[src/rtl/mult_serial_framed.sv]
// Serial-parallel multiplier: X is held in parallel, a arrives LSB first, and the
// product (a*X) mod 2^OUT_W leaves one registered bit per cycle, LSB first.
module mult_serial_framed #(
  parameter int M     = 8,
  parameter int N     = 8,
  parameter int OUT_W = M + N
) (
  input  logic         clk,
  input  logic         rst,
  input  logic         start,
  input  logic         signed_mode,
  input  logic [M-1:0] X,
  input  logic         a_bit,
  output logic         busy,
  output logic         p_bit,
  output logic         p_valid,
  output logic         p_last,
  output logic [1:0]   dbg_state
);

  localparam int CW = $clog2(M + N + 1);
  localparam logic [CW-1:0] LAST  = CW'(OUT_W - 1);
  localparam logic [CW-1:0] N_M1  = CW'(N - 1);

  typedef enum logic [1:0] {
    IDLE  = 2'd0,
    FEED  = 2'd1,
    FLUSH = 2'd2
  } state_t;

  state_t           state_q, state_d;
  logic [CW-1:0]    cnt_q, cnt_d;
  logic [M-1:0]     x_q, x_d;
  logic             sm_q, sm_d;
  logic             a_msb_q, a_msb_d;
  logic [OUT_W-1:0] acc_q, acc_d;
  logic             p_bit_d, p_valid_d, p_last_d;

  // On acceptance the fresh operand and a cleared accumulator are used in the
  // same edge, so no partial sum or carry from a previous frame can leak in.
  logic             accept;
  logic [M-1:0]     x_use;
  logic             sm_use;
  logic [OUT_W-1:0] acc_use;
  logic             sbit;
  logic [M+N-1:0]   x_full;
  logic [OUT_W-1:0] x_ext;
  logic [OUT_W-1:0] sum;

  assign accept  = (state_q == IDLE) && start;
  assign x_use   = accept ? X : x_q;
  assign sm_use  = accept ? signed_mode : sm_q;
  assign acc_use = accept ? '0 : acc_q;
  // FLUSH feeds the sign-extended serial operand: 0 unsigned, bit N-1 signed.
  assign sbit    = (state_q == FLUSH) ? (sm_q & a_msb_q) : a_bit;
  assign x_full  = sm_use ? {{N{x_use[M-1]}}, x_use} : {{N{1'b0}}, x_use};
  assign x_ext   = x_full[OUT_W-1:0];
  // Accumulator holds the running sum above the current bit position; a W-bit
  // width is exact for every bit still to be emitted, so nothing is dropped.
  assign sum     = acc_use + (sbit ? x_ext : '0);

  always_comb begin
    state_d   = state_q;
    cnt_d     = cnt_q;
    x_d       = x_q;
    sm_d      = sm_q;
    a_msb_d   = a_msb_q;
    acc_d     = acc_q;
    p_bit_d   = 1'b0;
    p_valid_d = 1'b0;
    p_last_d  = 1'b0;
    case (state_q)
      IDLE: begin
        if (start) begin
          x_d       = X;
          sm_d      = signed_mode;
          a_msb_d   = 1'b0;
          acc_d     = sum >> 1;
          cnt_d     = CW'(1);
          p_valid_d = 1'b1;
          p_bit_d   = sum[0];
          p_last_d  = (OUT_W == 1);
          state_d   = (OUT_W == 1) ? IDLE : FEED;
        end
      end
      FEED, FLUSH: begin
        acc_d     = sum >> 1;
        cnt_d     = cnt_q + CW'(1);
        p_valid_d = 1'b1;
        p_bit_d   = sum[0];
        if (state_q == FEED && cnt_q == N_M1) a_msb_d = a_bit;
        if (cnt_q == LAST) begin
          p_last_d = 1'b1;
          state_d  = IDLE;
        end else if (cnt_q >= N_M1) begin
          state_d = FLUSH;
        end else begin
          state_d = FEED;
        end
      end
      default: state_d = IDLE;
    endcase
  end

  // p_valid marks a product bit; there is no backpressure, the consumer must
  // take every bit in the cycle it is valid. busy mirrors p_valid by design.
  always_ff @(posedge clk) begin
    if (rst) begin
      state_q <= IDLE;
      cnt_q   <= '0;
      x_q     <= '0;
      sm_q    <= 1'b0;
      a_msb_q <= 1'b0;
      acc_q   <= '0;
      p_bit   <= 1'b0;
      p_valid <= 1'b0;
      p_last  <= 1'b0;
      busy    <= 1'b0;
    end else begin
      state_q <= state_d;
      cnt_q   <= cnt_d;
      x_q     <= x_d;
      sm_q    <= sm_d;
      a_msb_q <= a_msb_d;
      acc_q   <= acc_d;
      p_bit   <= p_bit_d;
      p_valid <= p_valid_d;
      p_last  <= p_last_d;
      busy    <= p_valid_d;
    end
  end

  assign dbg_state = state_q;

endmodule

[config.mk]
export PLATFORM = sky130hd
export DESIGN_NAME = mult_serial_framed
export DESIGN_NICKNAME = d
export VERILOG_FILES = /design/src/rtl/mult_serial_framed.sv
export SDC_FILE = /design/constraint.sdc
export NUM_CORES = 1
export LEC_CHECK = 0
export ABC_AREA = 0
export ABC_CLOCK_PERIOD_IN_PS = 4900
export CAP_MARGIN = 25
export CORE_MARGIN = 2
export CORE_UTILIZATION = 59
export CTS_CLUSTER_SIZE = 14
export DETAILED_ROUTE_END_ITERATION = 8
export GPL_ROUTABILITY_DRIVEN = 1
export PLACE_DENSITY = 0.8
export SETUP_SLACK_MARGIN = 0.3
export SLEW_MARGIN = 0
export SYNTH_ARGS = -nofsm -noshare
export SYNTH_HDL_FRONTEND = slang
export SYNTH_SLANG_ARGS = --single-unit
[constraint.sdc]
create_clock -name clk -period 4.9 [get_ports clk]
set_input_delay 0.98 -clock clk [delete_from_list [all_inputs] [get_ports clk]]
set_output_delay 0.98 -clock clk [all_outputs]
set_load 0.01 [all_outputs]
==> results of run 1 <==
[kinds of logic (layout without fill, tap and decap cells)]
family,count (synthesis),after routing
DFF,35,35
xor gates and xnor gates,5,5
adders and majority gates,22,22
and+or+nand+nor,139,139
muxes,12,12
buffers and inverters,23,36
AOI/OAI and AO/OA,76,76
[power by group through the flow]
stage	logic [mW]	registers [mW]	clock network, mW
after floorplan	0.105	0.316	0
after global placement	0.140	0.317	0
after detailed placement	0.144	0.318	0
after CTS	0.145	0.311	0.216
after global routing	0.167	0.313	0.226
final	0.151	0.311	0.212
[worst max path at each step]
stage                end  slack, ns
2_1_floorplan   acc_q[9]       0.97
3_3_place_gp    acc_q[9]       0.56
3_5_place_dp   acc_q[13]       0.45
4_1_cts        acc_q[13]       0.73
5_1_grt         acc_q[9]       0.42
6_report       acc_q[13]       0.71
[sequential cells by signal, indices dropped and copies added, names as in the netlist]
| register | flops |
|---|---|
| p_bit | 1 |
| p_valid | 1 |
| cnt_q | 5 |
| dbg_state | 2 |
| acc_q | 15 |
| x_q | 8 |
| a_msb_q | 1 |
| p_last | 1 |
| sm_q | 1 |
[through the flow]
| stage | area [um^2] | hold WS (ns) | cells | utilization (%) |
|---|---|---|---|---|
| final | 2780 | 0.452 | 375 | 68.9 |
| after global routing | 2780 | 0.476 | 375 | 68.9 |
| after CTS | 2750 | 0.451 | 374 | 68.2 |
| after detailed placement | 2660 | 0.442 | 367 | 66.1 |
| after global placement | 2660 | 0.437 | 367 | 66.1 |
| after floorplan | 2470 | 0.427 | 312 | - |
[routing by layer]
layer | up-vias | global-route usage (%) | wire [um]
met5 | - | 0 | 0
met4 | 0 | 8.82 | 119
met3 | 16 | 4.55 | 316
met2 | 84 | 44.7 | 2670
met1 | 1066 | 33.4 | 2570
li1 | 1154 | - | -
[worst register-to-register path: stages (launching register included)]
cell and delay, ns:
dfxtp_1 0.41, inv_1 0.09, ha_1 0.29, nand2_1 0.36, mux2i_1 0.29, nor2_1 0.08, ha_1 0.24, fa_1 0.44
a211oi_1 0.32, o21bai_1 0.17, o211a_1 0.25, a211oi_2 0.33, a311o_1 0.22, nand3_1 0.08
[cell usage in the layout, fill, tap and decap left out, types with 9 or more instances in the layout]
cell and count:
a21oi_1 26, and2_1 14, clkdlybuf4s50_1 18, dfxtp_1 35, ha_1 19, mux2i_1 12, nand2_1 30, nand3_1 9
nor2_1 37, nor3_1 13, o21ai_0 9
[area by class of cell]
cell class	count	area [um^2]
clock buffers	6	82.6
flip-flops and latches	35	701
multi-input cells	254	1670
fillers	336	1250
inverters	7	26.3
well taps	50	62.6
clock inverters	1	5.00
repair buffers	22	230
==> results.ini, run 1 <==
[status]
outcome=finished, final reports clean

[worst_setup_path]
crit_path_end_kind=register
cp_max_fo=11
start_kind=input pin
crit_family=compound AO/OA/AOI/OAI gates
cp.depth=12
path_cells=clkdlybuf4s50_1, nand2_1, mux2i_1, nor2_1, ha_1, fa_1, a211oi_1, o21bai_1, o211a_1, a211oi_2, a311o_1, nand3_1
arrival_ns=4.36
slowest_delay_ns=0.64
reg2reg_slack_ns=1.24
r2r_end=acc_q[13]
crit_type=input pin to register
slowest_stage=clkdlybuf4s50_1
startpoint=start
cp.required_ns=5.07
critPathBufInv=1
reg2reg_from=dbg_state[0]
reg2reg_depth=13

[finish]
antennaDiodeCount=0
drive_gt1_share_pct=6.15
final_nets=358
area_growth_pct=12.2

[yosys]
synth_flop_cell=dfxtp_1
yosys_warnings=0
synth_top_cells_by_area=dfxtp_1, ha_1, nor2_1
synth_fa_ha_area_share_pct=11.3
synth-simple-area-share_pct=28.3
synth-compound-area-share_pct=21.2
synth.avg_cell_area_um2=7.93
syn_nets=345
async_flop_share_pct=0
synth-seq-cells=35
synth.top_cells.by_count=nor2_1, dfxtp_1, nand2_1
ys_seq_area_share_pct=28.3
yosysMostFrequentCell=nor2_1
synth-edff-count=0
muxShareOfSynthArea_pct=4.85
yosysTopAreaCell=dfxtp_1
synth-xor-area-share_pct=1.77
netlist_area_um2=2470
syn_inst=312
ys_types=55
synth_top_family_by_area=simple AND/OR/NAND/NOR gates
yosysTopAreaCellShare_pct=28.3

[global_route]
grt_pass1_wl_um=9390
overflow=0
grt_use_total_pct=26.2
grt_pass1_vias=2109
antenna_found_initial=0
grt_max_degree=30

[timing]
hold_viol=0
min_period_ns=4.19
finalSetupViolCount=0
fin_worst_skew_ns=0.00877
max_freq_ghz=0.239
setup_slack_ns=0.715
rsz0062_at_grt=false
fin_setup_tns_ns=0
slew_headroom_pct=30.2
drv_slew=0
tightest_slew_ns=1.04
fin_crit_sh_pct=85.4

[pwr]
ir_drop_mv=0.219
p_clk_share_pct=31.4
p_sw_share_pct=29.3
seq_power_share_pct=46.2
p_switching_uw=198
p_total_uw=674
p_int_uw=476
p_comb_share_pct=22.4
leakagePower_nw=1.20
power.density_nw_per_um2=243

[clock_network]
cts_sinks=35
cts_buffers=5
clkTransAtPathRegs_ns=0.07
cts-root-buf=clkbuf_8
post_cts_resized=0
clock_path_buffers=2
cts_tree=built
clk_latency_ns=0.29
holdBufCountCts=0
htreeDepth=2
postCtsSetupBuffers=0

[worst_hold_path]
min_from=acc_q[7]
min_path_cells=2
hold_class=register to register
holdPathEnd=acc_q[7]

[floorplanning]
die_x_um=68.8
num_rows=23
pin_count=19
core-area_um2=4030
die_h_um=68.8
initial_core_util_pct=61.4
dieArea_um2=4730

[drt]
drtIter0Drc=156
ant_nets=0
via_per_inst=6.19
drtPass1Iterations=5
routed_wirelength_um=5670
wl_per_cell_um=15.1
num_vias=2320
drc_errors=0

[placed_design]
gp_congestion=0.846
dp_hpwl_um=3930
io_buffers=18
pre_cts_ws_ns=0.452

[job]
cap_violations=0

(Power assumes the default switching activity.)
==> inputs of run 2 (changes only) <==
CTS_CLUSTER_DIAMETER = 120   (was unset)
==> results of run 2 <==
The final DEF is identical to that of run 1; final timing and power are the same.
==> inputs of run 3 (changes only) <==
CTS_CLUSTER_SIZE = unset   (was 14)
GPL_TIMING_DRIVEN = 0   (was unset)
==> run 3 against run 2 <==
  * Setup slack worse by 0.079 ns
  * Sequential cell count unchanged
  * Combinational power about the same
  * Fmax shrank 1.9%
  * Critical endpoint is now acc_q[9]
  * Largest cell class unchanged
==> results.ini, run 3 (synthesis gave the netlist of run 1 again) <==
[worst_setup_path]
crit_path_end_kind=register
reg2reg_depth=14
cp_max_fo=10
start_kind=register
crit_type=register to register
cp.required_ns=5.09
arrival_ns=4.45

[placed_design]
dp.cells=379
io_buffers=17
dp_hpwl_um=4340
gp_congestion=0.876
pre_cts_ws_ns=0.405
placed_cell_area_um2=2710

[timing]
tightest_slew_ns=0.647
fin_worst_skew_ns=0.0103
fin_setup_tns_ns=0
rsz0062_at_grt=false
hold_viol=0
hold_slack_ns=0.452
slew_headroom_pct=56.8
setup_slack_ns=0.636
finalSetupViolCount=0
drv_slew=0
min_period_ns=4.26
max_freq_ghz=0.235
fin_crit_sh_pct=87.0

[finish]
final_core_util_pct=70.2
drive_gt1_share_pct=6.82
layout_commonest_cell=nor2_1
final_nets=369
top_register=acc_q
final_cell_area_um2=2830
reg.largest.list=acc_q (15), x_q (8), cnt_q (5)
final_cell_mix=nor2_1, dfxtp_1, nand2_1
layout.cells.non_filler=387
largest_register_ffs=15
antennaDiodeCount=0
area_growth_pct=14.3
fillers=333

[clock_network]
htreeDepth=2
clkTransAtPathRegs_ns=0.08
holdBufCountCts=0
post_cts_resized=0
postCtsSetupBuffers=0
cts-root-buf=clkbuf_8
cts_tree=built
clock_path_buffers=2
cts_sinks=35
cts_buffers=5
clk_latency_ns=0.30

[worst_hold_path]
min_path_cells=2
hold_class=register to register

[drt]
top_layer=met4
dr_wl_met2_um=2850
via_per_inst=6.14
wl_per_cell_um=15.5
routedLengthMet1_um=2670
drtIter0Drc=190
routed-wl-met3_um=379
drtPass1Iterations=4
ant_nets=0
drc_errors=0
routed_wirelength_um=6010
num_vias=2375

[job]
cap_violations=0

[floorplanning]
dieArea_um2=4730
pin_count=19
die_h_um=68.8
core-area_um2=4030
die_x_um=68.8
initial_core_util_pct=61.4
num_rows=23

[global_route]
antenna_found_initial=0
grt_use_total_pct=28.7
overflow=0
grt_pass1_vias=2198
grt_pass1_wl_um=10100
grt_max_degree=15

[status]
outcome=finished, final reports clean

[pwr]
ir_drop_mv=0.246
leakagePower_nw=1.22
power.density_nw_per_um2=264
p_total_uw=747

-- run 3: final timing paths --
path         slack, ns  endpoint         start
min reg2reg       0.45  acc_q[2]      acc_q[2]
max reg2reg       0.64  acc_q[9]  dbg_state[0]
min               0.45  acc_q[2]      acc_q[2]
max               0.64  acc_q[9]  dbg_state[0]
-- run 3: power breakdown --
part / total (mW) / switching [mW] / internal (mW)
registers: 0.310 / 0.00927 / 0.301
clock network: 0.285 / 0.117 / 0.167
logic: 0.152 / 0.0893 / 0.0630
total: 0.747 / 0.216 / 0.532
-- run 3: cell type report --
| cell class | instances | area [um^2] | share of cell area (%) |
|---|---|---|---|
| repair buffers | 17 | 170 | 6.02 |
| flip-flops and latches | 35 | 701 | 24.8 |
| clock inverters | 2 | 38.8 | 1.37 |
| plain buffers | 16 | 78.8 | 2.79 |
| multi-input cells | 254 | 1670 | 59.0 |
| inverters | 7 | 26.3 | 0.929 |
| well taps | 50 | 62.6 | 2.21 |
| clock buffers | 6 | 82.6 | 2.92 |
-- run 3: layer usage --
layer,GRT usage [%],vias up
met5,0,-
met1,38.1,1112
met4,11.5,0
li1,-,1172
met3,4.87,12
met2,46.2,79
-- run 3: critical path, cell delays in order (launching register included) --
cell	delay (ns)
dfxtp_1	0.41
inv_1	0.08
ha_1	0.30
nand2_1	0.31
clkbuf_1	0.55
mux2i_1	0.30
nor2_1	0.07
ha_1	0.25
fa_1	0.43
a211oi_1	0.34
o21bai_1	0.18
o211a_1	0.25
a211oi_2	0.37
mux2i_1	0.23
nand2_1	0.07
